<file path="src/rtl/ntr_pkg.sv">
`default_nettype none
// ============================================================================
// ntr_pkg : shared types and sizes for the cartridge command capture block
// Rev 1.0 : initial release
// ============================================================================
package ntr_pkg;

    localparam int NTR_CMD_BYTES = 8;
    localparam int NTR_BUS_W     = 8;

    typedef enum logic [1:0] {
        ST_IDLE  = 2'd0,
        ST_DUMMY = 2'd1,
        ST_SHIFT = 2'd2,
        ST_DONE  = 2'd3
    } ntr_state_e;

    // Counter width able to hold 0..n-1 (never narrower than one bit).
    function automatic int ntr_cnt_w(input int n);
        return (n > 1) ? $clog2(n) : 1;
    endfunction

endpackage
`default_nettype wire

</file>
<file path="src/rtl/ntr_sync.sv">
`default_nettype none
// ============================================================================
// ntr_sync : multi-bit flop chain synchronizer with a programmable reset value
// Rev 1.0 : initial release
// ============================================================================
module ntr_sync #(
    parameter int               WIDTH   = 1,
    parameter int               STAGES  = 2,
    parameter logic [WIDTH-1:0] RST_VAL = '0
) (
    input  logic             clk,
    input  logic             rst_n,
    input  logic [WIDTH-1:0] d,
    output logic [WIDTH-1:0] q
);

    logic [WIDTH-1:0] stage_q [STAGES];
    logic [WIDTH-1:0] stage_d [STAGES];

    always_comb begin
        stage_d[0] = d;
        for (int i = 1; i < STAGES; i++) begin
            stage_d[i] = stage_q[i-1];
        end
    end

    always_ff @(posedge clk or negedge rst_n) begin
        if (!rst_n) begin
            for (int i = 0; i < STAGES; i++) begin
                stage_q[i] <= RST_VAL;
            end
        end else begin
            for (int i = 0; i < STAGES; i++) begin
                stage_q[i] <= stage_d[i];
            end
        end
    end

    assign q = stage_q[STAGES-1];

endmodule
`default_nettype wire

</file>
<file path="src/rtl/ntr_cmd_capture.sv">
`default_nettype none
// ============================================================================
// ntr_cmd_capture : captures the fixed-length command sent on the cartridge bus
// Rev 1.0 : initial release
// ============================================================================
module ntr_cmd_capture
    import ntr_pkg::*;
#(
    parameter int SYNC_STAGES = 2,
    parameter int DUMMY_CLKS  = 1,
    parameter int CMD_BYTES   = NTR_CMD_BYTES
) (
    input  logic                         clk,
    input  logic                         rst_n,
    input  logic                         ntr_clk,
    input  logic                         ntr_cs1,
    input  logic [NTR_BUS_W-1:0]         ntr_data,
    output logic [NTR_BUS_W*CMD_BYTES-1:0] cmd,
    output logic                         cmd_valid,
    output logic                         cmd_abort,
    output logic                         busy
);

    localparam int CMD_W = NTR_BUS_W * CMD_BYTES;
    localparam int DCW   = ntr_cnt_w(DUMMY_CLKS);
    localparam int BCW   = ntr_cnt_w(CMD_BYTES);

    localparam logic [DCW-1:0] DUMMY_LAST = DCW'((DUMMY_CLKS > 0) ? DUMMY_CLKS - 1 : 0);
    localparam logic [BCW-1:0] BYTE_LAST  = BCW'(CMD_BYTES - 1);
    localparam ntr_state_e     START_ST   = (DUMMY_CLKS == 0) ? ST_SHIFT : ST_DUMMY;

    // Control pair idles with chip-select deasserted so reset never fakes a fall.
    logic [1:0]           ctl_s;
    logic [NTR_BUS_W-1:0] data_s;
    logic                 clk_s;
    logic                 cs1_s;

    ntr_sync #(
        .WIDTH   (2),
        .STAGES  (SYNC_STAGES),
        .RST_VAL (2'b10)
    ) u_sync_ctl (
        .clk   (clk),
        .rst_n (rst_n),
        .d     ({ntr_cs1, ntr_clk}),
        .q     (ctl_s)
    );

    ntr_sync #(
        .WIDTH   (NTR_BUS_W),
        .STAGES  (SYNC_STAGES),
        .RST_VAL ('0)
    ) u_sync_data (
        .clk   (clk),
        .rst_n (rst_n),
        .d     (ntr_data),
        .q     (data_s)
    );

    assign cs1_s = ctl_s[1];
    assign clk_s = ctl_s[0];

    logic                 clk_prev_q,  clk_prev_d;
    logic                 cs1_prev_q,  cs1_prev_d;
    logic                 clk_rise_q,  clk_rise_d;
    logic                 cs1_rise_q,  cs1_rise_d;
    logic                 cs1_fall_q,  cs1_fall_d;
    logic [NTR_BUS_W-1:0] data_q,      data_d;
    ntr_state_e           state_q,     state_d;
    logic [DCW-1:0]       dummy_cnt_q, dummy_cnt_d;
    logic [BCW-1:0]       byte_cnt_q,  byte_cnt_d;
    logic [CMD_W-1:0]     shift_q,     shift_d;
    logic [CMD_W-1:0]     cmd_q,       cmd_d;
    logic                 valid_pend_q, valid_pend_d;
    logic                 cmd_valid_q, cmd_valid_d;
    logic                 cmd_abort_q, cmd_abort_d;
    logic [CMD_W-1:0]     shift_nx;

    always_comb begin
        // Edge strobes are registered; data is registered alongside to stay aligned.
        clk_prev_d   = clk_s;
        cs1_prev_d   = cs1_s;
        clk_rise_d   = clk_s & ~clk_prev_q;
        cs1_rise_d   = cs1_s & ~cs1_prev_q;
        cs1_fall_d   = ~cs1_s & cs1_prev_q;
        data_d       = data_s;

        state_d      = state_q;
        dummy_cnt_d  = dummy_cnt_q;
        byte_cnt_d   = byte_cnt_q;
        shift_d      = shift_q;
        cmd_d        = cmd_q;
        valid_pend_d = 1'b0;
        cmd_valid_d  = valid_pend_q;
        cmd_abort_d  = 1'b0;
        shift_nx     = (shift_q << NTR_BUS_W) | CMD_W'(data_q);

        case (state_q)
            ST_IDLE: begin
                if (cs1_fall_q) begin
                    state_d     = START_ST;
                    dummy_cnt_d = '0;
                    byte_cnt_d  = '0;
                end
            end
            default: begin
                // A chip-select rise outranks a same-cycle bus clock rise.
                if (cs1_rise_q) begin
                    state_d     = ST_IDLE;
                    cmd_abort_d = (state_q != ST_DONE);
                end else if (cs1_fall_q) begin
                    state_d     = START_ST;
                    dummy_cnt_d = '0;
                    byte_cnt_d  = '0;
                end else if (clk_rise_q) begin
                    if (state_q == ST_DUMMY) begin
                        if (dummy_cnt_q == DUMMY_LAST) begin
                            state_d    = ST_SHIFT;
                            byte_cnt_d = '0;
                        end else begin
                            dummy_cnt_d = dummy_cnt_q + DCW'(1);
                        end
                    end else if (state_q == ST_SHIFT) begin
                        shift_d = shift_nx;
                        if (byte_cnt_q == BYTE_LAST) begin
                            cmd_d        = shift_nx;
                            valid_pend_d = 1'b1;
                            state_d      = ST_DONE;
                        end else begin
                            byte_cnt_d = byte_cnt_q + BCW'(1);
                        end
                    end
                end
            end
        endcase
    end

    always_ff @(posedge clk or negedge rst_n) begin
        if (!rst_n) begin
            clk_prev_q   <= 1'b0;
            cs1_prev_q   <= 1'b1;
            clk_rise_q   <= 1'b0;
            cs1_rise_q   <= 1'b0;
            cs1_fall_q   <= 1'b0;
            data_q       <= '0;
            state_q      <= ST_IDLE;
            dummy_cnt_q  <= '0;
            byte_cnt_q   <= '0;
            shift_q      <= '0;
            cmd_q        <= '0;
            valid_pend_q <= 1'b0;
            cmd_valid_q  <= 1'b0;
            cmd_abort_q  <= 1'b0;
        end else begin
            clk_prev_q   <= clk_prev_d;
            cs1_prev_q   <= cs1_prev_d;
            clk_rise_q   <= clk_rise_d;
            cs1_rise_q   <= cs1_rise_d;
            cs1_fall_q   <= cs1_fall_d;
            data_q       <= data_d;
            state_q      <= state_d;
            dummy_cnt_q  <= dummy_cnt_d;
            byte_cnt_q   <= byte_cnt_d;
            shift_q      <= shift_d;
            cmd_q        <= cmd_d;
            valid_pend_q <= valid_pend_d;
            cmd_valid_q  <= cmd_valid_d;
            cmd_abort_q  <= cmd_abort_d;
        end
    end

    assign cmd       = cmd_q;
    assign cmd_valid = cmd_valid_q;
    assign cmd_abort = cmd_abort_q;
    assign busy      = (state_q != ST_IDLE);

endmodule
`default_nettype wire

</file>
<file path="config.mk">
export PLATFORM = sky130hd
export DESIGN_NAME = ntr_cmd_capture
export DESIGN_NICKNAME = d
export VERILOG_FILES = /design/src/rtl/ntr_pkg.sv /design/src/rtl/ntr_sync.sv /design/src/rtl/ntr_cmd_capture.sv
export SDC_FILE = /design/constraint.sdc
export NUM_CORES = 1
export LEC_CHECK = 0
export CAP_MARGIN = 20
export CORE_UTILIZATION = 54
export CTS_CLUSTER_DIAMETER = 150
export DETAILED_ROUTE_END_ITERATION = 6
export PLACE_DENSITY = 0.78
export REMOVE_ABC_BUFFERS = 1
export SLEW_MARGIN = 20
export SYNTH_ARGS = -nofsm -noshare
export SYNTH_HDL_FRONTEND = slang
export SYNTH_SLANG_ARGS = --single-unit
export TNS_END_PERCENT = 5
</file>
<file path="constraint.sdc">
create_clock -name clk -period 2.17 [get_ports clk]
set_input_delay 0.217 -clock clk [delete_from_list [all_inputs] [get_ports clk]]
set_output_delay 0.217 -clock clk [all_outputs]
set_load 0.01 [all_outputs]
</file>
==> results of run 1 <==
## worst register-to-register path: cells and delay by family (launching register included)
kind	cells	cell delay (ps)
simple gates	2	640
flops	1	370
buf+inv	2	370
mux	1	320
fa+ha+maj	1	220
## kinds of logic (layout without fill, tap and decap cells)
logic type      Yosys count  in the layout  share of synthesized area [%]
compound gates            7              7                         0.8763
fa+ha+maj                 6              6                          1.252
buf+inv                  22            128                          2.795
flops                   161            161                          67.23
mux                     121            121                          26.20
simple gates             14             14                          1.648
## how the worst max path moves through the flow
stage	startpoint	end	slack [ps]	cells past startpoint
after floorplan	state_q[0]	cmd[0]	-890	5
after global placement	state_q[1]	cmd[48]	210	6
after detailed placement	state_q[1]	cmd[55]	140	6
after CTS	state_q[0]	busy	90	4
after global routing	state_q[0]	busy	30	4
final	state_q[0]	busy	130	4
## stage by stage
step           setup slack, ps  setup TNS, ps
2_1_floorplan           -894.3         -57550
3_3_place_gp             208.5              0
3_5_place_dp             135.7              0
4_1_cts                  91.88              0
5_1_grt                  28.99              0
6_report                 129.7              0
## synth_stat cells, drive strengths merged
cell / count
nand2b: 2
a221oi: 1
nand3: 2
mux2i: 1
o22ai: 2
buf: 13
nand3b: 1
mux2: 120
a31oi: 1
nor2b: 6
nor2: 1
and4bb: 1
dfrtp: 158
dfstp: 3
o211ai: 1
nand2: 1
a211oi: 1
inv: 9
a41o: 1
ha: 6
## cell type report
class / count / area (um^2)
flip-flops and latches: 161 / 4033
fillers: 728 / 3348
multi-input cells: 148 / 1805
repair buffers: 88 / 909.6
clock buffers: 20 / 445.4
well taps: 140 / 175.2
clock inverters: 11 / 90.09
inverters: 9 / 33.78
## per-layer routing
metal | global-route usage (%) | vias to the layer above | share of wire [%] | wire length, um
met1 | 24.53 | 1512 | 47 | 4325
met5 | 0 | - | 0 | 0
met2 | 27.97 | 54 | 49 | 4431
met3 | 5.327 | 4 | 3.5 | 317
met4 | 6.751 | 0 | 0.61 | 56
li1 | - | 1337 | - | -
## flip-flops by register name, indices dropped and copies added, names as in the netlist, 3 cells and up
name / cells
byte_cnt_q: 3
cmd: 64
data_q: 8
shift_q: 56
u_sync_data.q: 8
u_sync_data.stage_d: 8
## where the power goes
group | internal [mW] | switching (mW)
clock | 1.56 | 1.10
combinational | 0.148 | 0.175
sequential | 3.08 | 0.0476
total | 4.79 | 1.32
==> flow_summary.json, run 1 <==
{
  "max_cap_violations": 0,
  "ys_warn_count": 0,
  "final_common_cell": "dfrtp_1",
  "path_common_cell": "inv_1",
  "wl_per_cell_um": 15.82,
  "cts_max_path_buffers": 2,
  "vias_per_cell": 5.038,
  "finalSetupViolCount": 0,
  "cpPeakStageDelay_ps": 520,
  "cts.sinks": 161,
  "crit_path_max_fanout": 5,
  "worstMarginPinSlew_ps": 555.5,
  "ir_drop_v": 0.0005415,
  "stdcell_count": 577,
  "gp_congestion": 0.7350,
  "synth_top_area_cell": "dfrtp_1",
  "dieWidth_um": 107.4,
  "routed-via-count": 2907,
  "rr_worst_depth": 6,
  "path_buf_inv": 3,
  "pwr_density_cell_nw_per_um2": 815.5,
  "grt-ovfl-total": 0,
  "hp-class": "primary input to flop",
  "core-area_um2": 10840,
  "yosysSeqAreaShare_pct": 67.23,
  "final_cell_mix": "dfrtp_1, clkdlybuf4s50_1, mux2_2",
  "timing.final.crit_share_pct": 94.02,
  "num_antenna_cells": 0,
  "hold_depth": 1,
  "firstDrtPassIters": 6,
  "place_inst": 545,
  "period_needed_ps": 2040,
  "synthTopCellsByArea": "dfrtp_1, mux2_4, mux2_2",
  "finalPower_mw": 6.110,
  "critPathKind": "flop to primary output",
  "fp.dieH_um": 107.4,
  "wl_mm": 9.130,
  "r2r_slack_ps": 150,
  "hpwl_mm": 5.990,
  "r2r_start": "state_q[1]",
  "hold_violations": 0,
  "ys_types": 24,
  "synth_top_area_share_pct": 65.92,
  "start_kind": "flop",
  "rsz0062_at_grt": "no",
  "drt_iter0_markers": 101,
  "dieArea_um2": 11530,
  "synthesis.instances": 331,
  "clk_latency_ps": 510,
  "rows": 38,
  "grt_start_max_net_pins": 62,
  "ctsHtreeMaxLevel": 4,
  "io_buffers": 78,
  "required_ps": 1950,
  "maxSlewViolCount": 0,
  "drc": 0,
  "critical_path.slowest_cell": "clkdlybuf4s50_1",
  "arrival_ps": 1820,
  "whs_ps": 110.5,
  "static-leakage-power_nw": 3.811,
  "start_util_pct": 55.33,
  "io-pin-count": 79,
  "cts_tree": "yes",
  "syn_area_per_cell_um2": 18.12,
  "nNetsFinal": 443,
  "clkTransAtPathRegs_ps": 60,
  "crit_chain": "inv_1 -> ha_1 -> inv_1 -> clkdlybuf4s50_1",
  "antenna_found_initial": 0,
  "post-cts-setup-buffer-count": 0,
  "clock-root-buffer": "clkbuf_8",
  "post_dp_cell_area_um2": 6947,
  "grt_pass1_wl_mm": 15.81,
  "cts_hold_buf": 1,
  "max-slew-margin-rel_pct": 62.97,
  "crit_family": "buffers and inverters",
  "hold_start": "ntr_cs1",
  "postRouteAntennaNets": 0,
  "clock_skew_ps": 8.348,
  "r2r-end": "cmd[21]",
  "ys_seq_elements": 161,
  "outcome": "complete, no violations",
  "first_global_vias": 3195,
  "synthesis.area_um2": 5998,
  "final_cell_area_um2": 7492,
  "fin_util_pct": 69.11,
  "min_to": "u_sync_ctl.stage_d[1]",
  "cts_buffers": 17,
  "cts_resized": 0,
  "grt_usage_pct": 18.14,
  "cp-end-kind": "primary output",
  "area_growth_syn_to_layout_pct": 24.91,
  "drive_above_1_share_pct": 37.30,
  "fmax_mhz": 490.1
}
No activity file was read; power rests on OpenSTA's default activity.
==> run 2, diff against run 1 <==
Settings changed: ABC_CLOCK_PERIOD_IN_PS set to 2170, CORE_ASPECT_RATIO set to 0.75, MAX_ROUTING_LAYER set to met4.
==> flow_summary.json, run 2 (synthesized netlist as in run 1, its figures left out) <==
{
  "post-cts-setup-buffer-count": 0,
  "hold_violations": 0,
  "final_cell_mix": "dfrtp_1, clkdlybuf4s50_1, mux2_2",
  "cts_resized": 0,
  "period_needed_ps": 2027,
  "critPathKind": "flop to flop",
  "grt_pass1_wl_mm": 16.44,
  "drt_iter0_markers": 143,
  "static-leakage-power_nw": 3.861,
  "max_cap_violations": 0,
  "rsz0062_at_grt": "no",
  "io-pin-count": 79,
  "core-area_um2": 10530,
  "crit_start": "state_q[1]",
  "io_buffers": 78,
  "crit_chain": "inv_1 -> ha_1 -> and4bb_4 -> nand3_4 -> buf_4 -> mux2_4",
  "worstMarginPinSlew_ps": 519.2,
  "clk_latency_ps": 410,
  "largest_register_ff_count": 64,
  "firstDrtPassIters": 4,
  "gp_congestion": 0.7596,
  "rows": 32,
  "grt_start_max_net_pins": 58,
  "hpwl_mm": 6.238,
  "outcome": "complete, no violations",
  "fin_ws_ps": 142.7,
  "timing.final.crit_share_pct": 93.43,
  "clock_skew_ps": 8.789,
  "drc": 0,
  "drive_above_1_share_pct": 37.13,
  "wl_mm": 9.840,
  "area_growth_syn_to_layout_pct": 26.51,
  "cp-end-kind": "flop",
  "dieWidth_um": 123.7,
  "required_ps": 2460,
  "clkTransAtPathRegs_ps": 60,
  "finalSetupViolCount": 0,
  "grt-ovfl-total": 0,
  "place_ws_ps": 144.5,
  "whs_ps": 236.6,
  "crit_path_max_fanout": 11,
  "max-slew-margin-rel_pct": 65.39,
  "r2r_start": "state_q[1]",
  "maxSlewViolCount": 0,
  "multi_input_area_um2": 1805,
  "num_antenna_cells": 0,
  "grt_usage_pct": 20.01,
  "wl_per_cell_um": 17.11,
  "final_common_cell": "dfrtp_1",
  "ctsHtreeMaxLevel": 4,
  "critical_path.slowest_cell": "dfrtp_1",
  "cpPeakStageDelay_ps": 380,
  "nNetsFinal": 445,
  "start_kind": "flop",
  "first_global_vias": 3207,
  "clock-root-buffer": "clkbuf_16",
  "ir_drop_v": 0.0005465,
  "fmax_mhz": 493.3,
  "postRouteAntennaNets": 0,
  "antenna_found_initial": 0,
  "arrival_ps": 2320,
  "cts.sinks": 161,
  "register_area_um2": 4033,
  "pwr_density_cell_nw_per_um2": 852.1,
  "cts_tree": "yes",
  "fillers": 655,
  "fp.dieH_um": 93.28,
  "start_util_pct": 56.96,
  "cts_buffers": 17,
  "cts_hold_buf": 1,
  "hp-class": "primary input to flop",
  "vias_per_cell": 5.136,
  "hold_start": "ntr_cs1",
  "routed-via-count": 2953,
  "dieArea_um2": 11540,
  "cts_max_path_buffers": 2
}
==> run 2: changes by cell type in the layout (fill, tap and decap cells not counted) <==
cell and change:
buf_12 +2, bufinv_16 +2, clkinv_2 -4, clkinvlp_4 -2
clkbuf_8 -1, clkbuf_1 +2, clkbuf_16 +1, clkinv_4 +2
==> run 2: worst paths after layout <==
kind	slack, ps	to	depth (start not counted)
setup / recovery	140	cmd[61]	6
hold / removal	240	u_sync_ctl.stage_d[1]	1
setup reg to reg	140	cmd[61]	6
hold reg to reg	350	data_q[2]	0
max in group asynchronous	1110	cmd[19]	3
min in group asynchronous	330	shift_q[52]	2
==> run 2: stage by stage <==
stage | util (%) | setup TNS (ps) | total power, mW | instance area [um^2] | std cells
3_3_place_gp | 66.30 | 0 | 3.499 | 6982 | 543
3_5_place_dp | 66.30 | 0 | 3.527 | 6982 | 543
2_1_floorplan | - | -57550 | 3.341 | 5864 | 318
4_1_cts | 72.07 | 0 | 6.538 | 7589 | 575
5_1_grt | 72.07 | 0 | 6.696 | 7589 | 575
6_report | 72.07 | 0 | 6.466 | 7589 | 575
==> run 2: layout make-up <==
cell class                 count  share of cell area [%]
sequential                   161                   53.14
clock inverter                 9                   1.748
timing repair buffer          90                   12.51
inverter                       9                  0.4452
clock buffer                  22                   6.117
multi-input combinational    148                   23.79
tap                          136                   2.242
==> run 2: worst max-delay path: cells and delay by family, from the launching register on <==
kind                       cells  cell delay, ps
DFF                            1             380
muxes                          1             310
and+or+nand+nor                2             590
buffers and inverters          2             390
adders and majority gates      1             240
==> run 2: where the power goes <==
part | total (mW) | internal (mW) | switching (mW)
clock | 2.99 | 1.86 | 1.13
sequential | 3.13 | 3.08 | 0.0477
combinational | 0.346 | 0.159 | 0.187
total | 6.47 | 5.11 | 1.36
==> run 2: metal layers <==
layer  up-vias  wire length [um]  track usage [%]
met5         -                 0                -
met4         0                95            6.827
met3         8               524            7.744
met2        61              4580            28.15
met1      1536              4640            26.58
li1       1348                 -                -
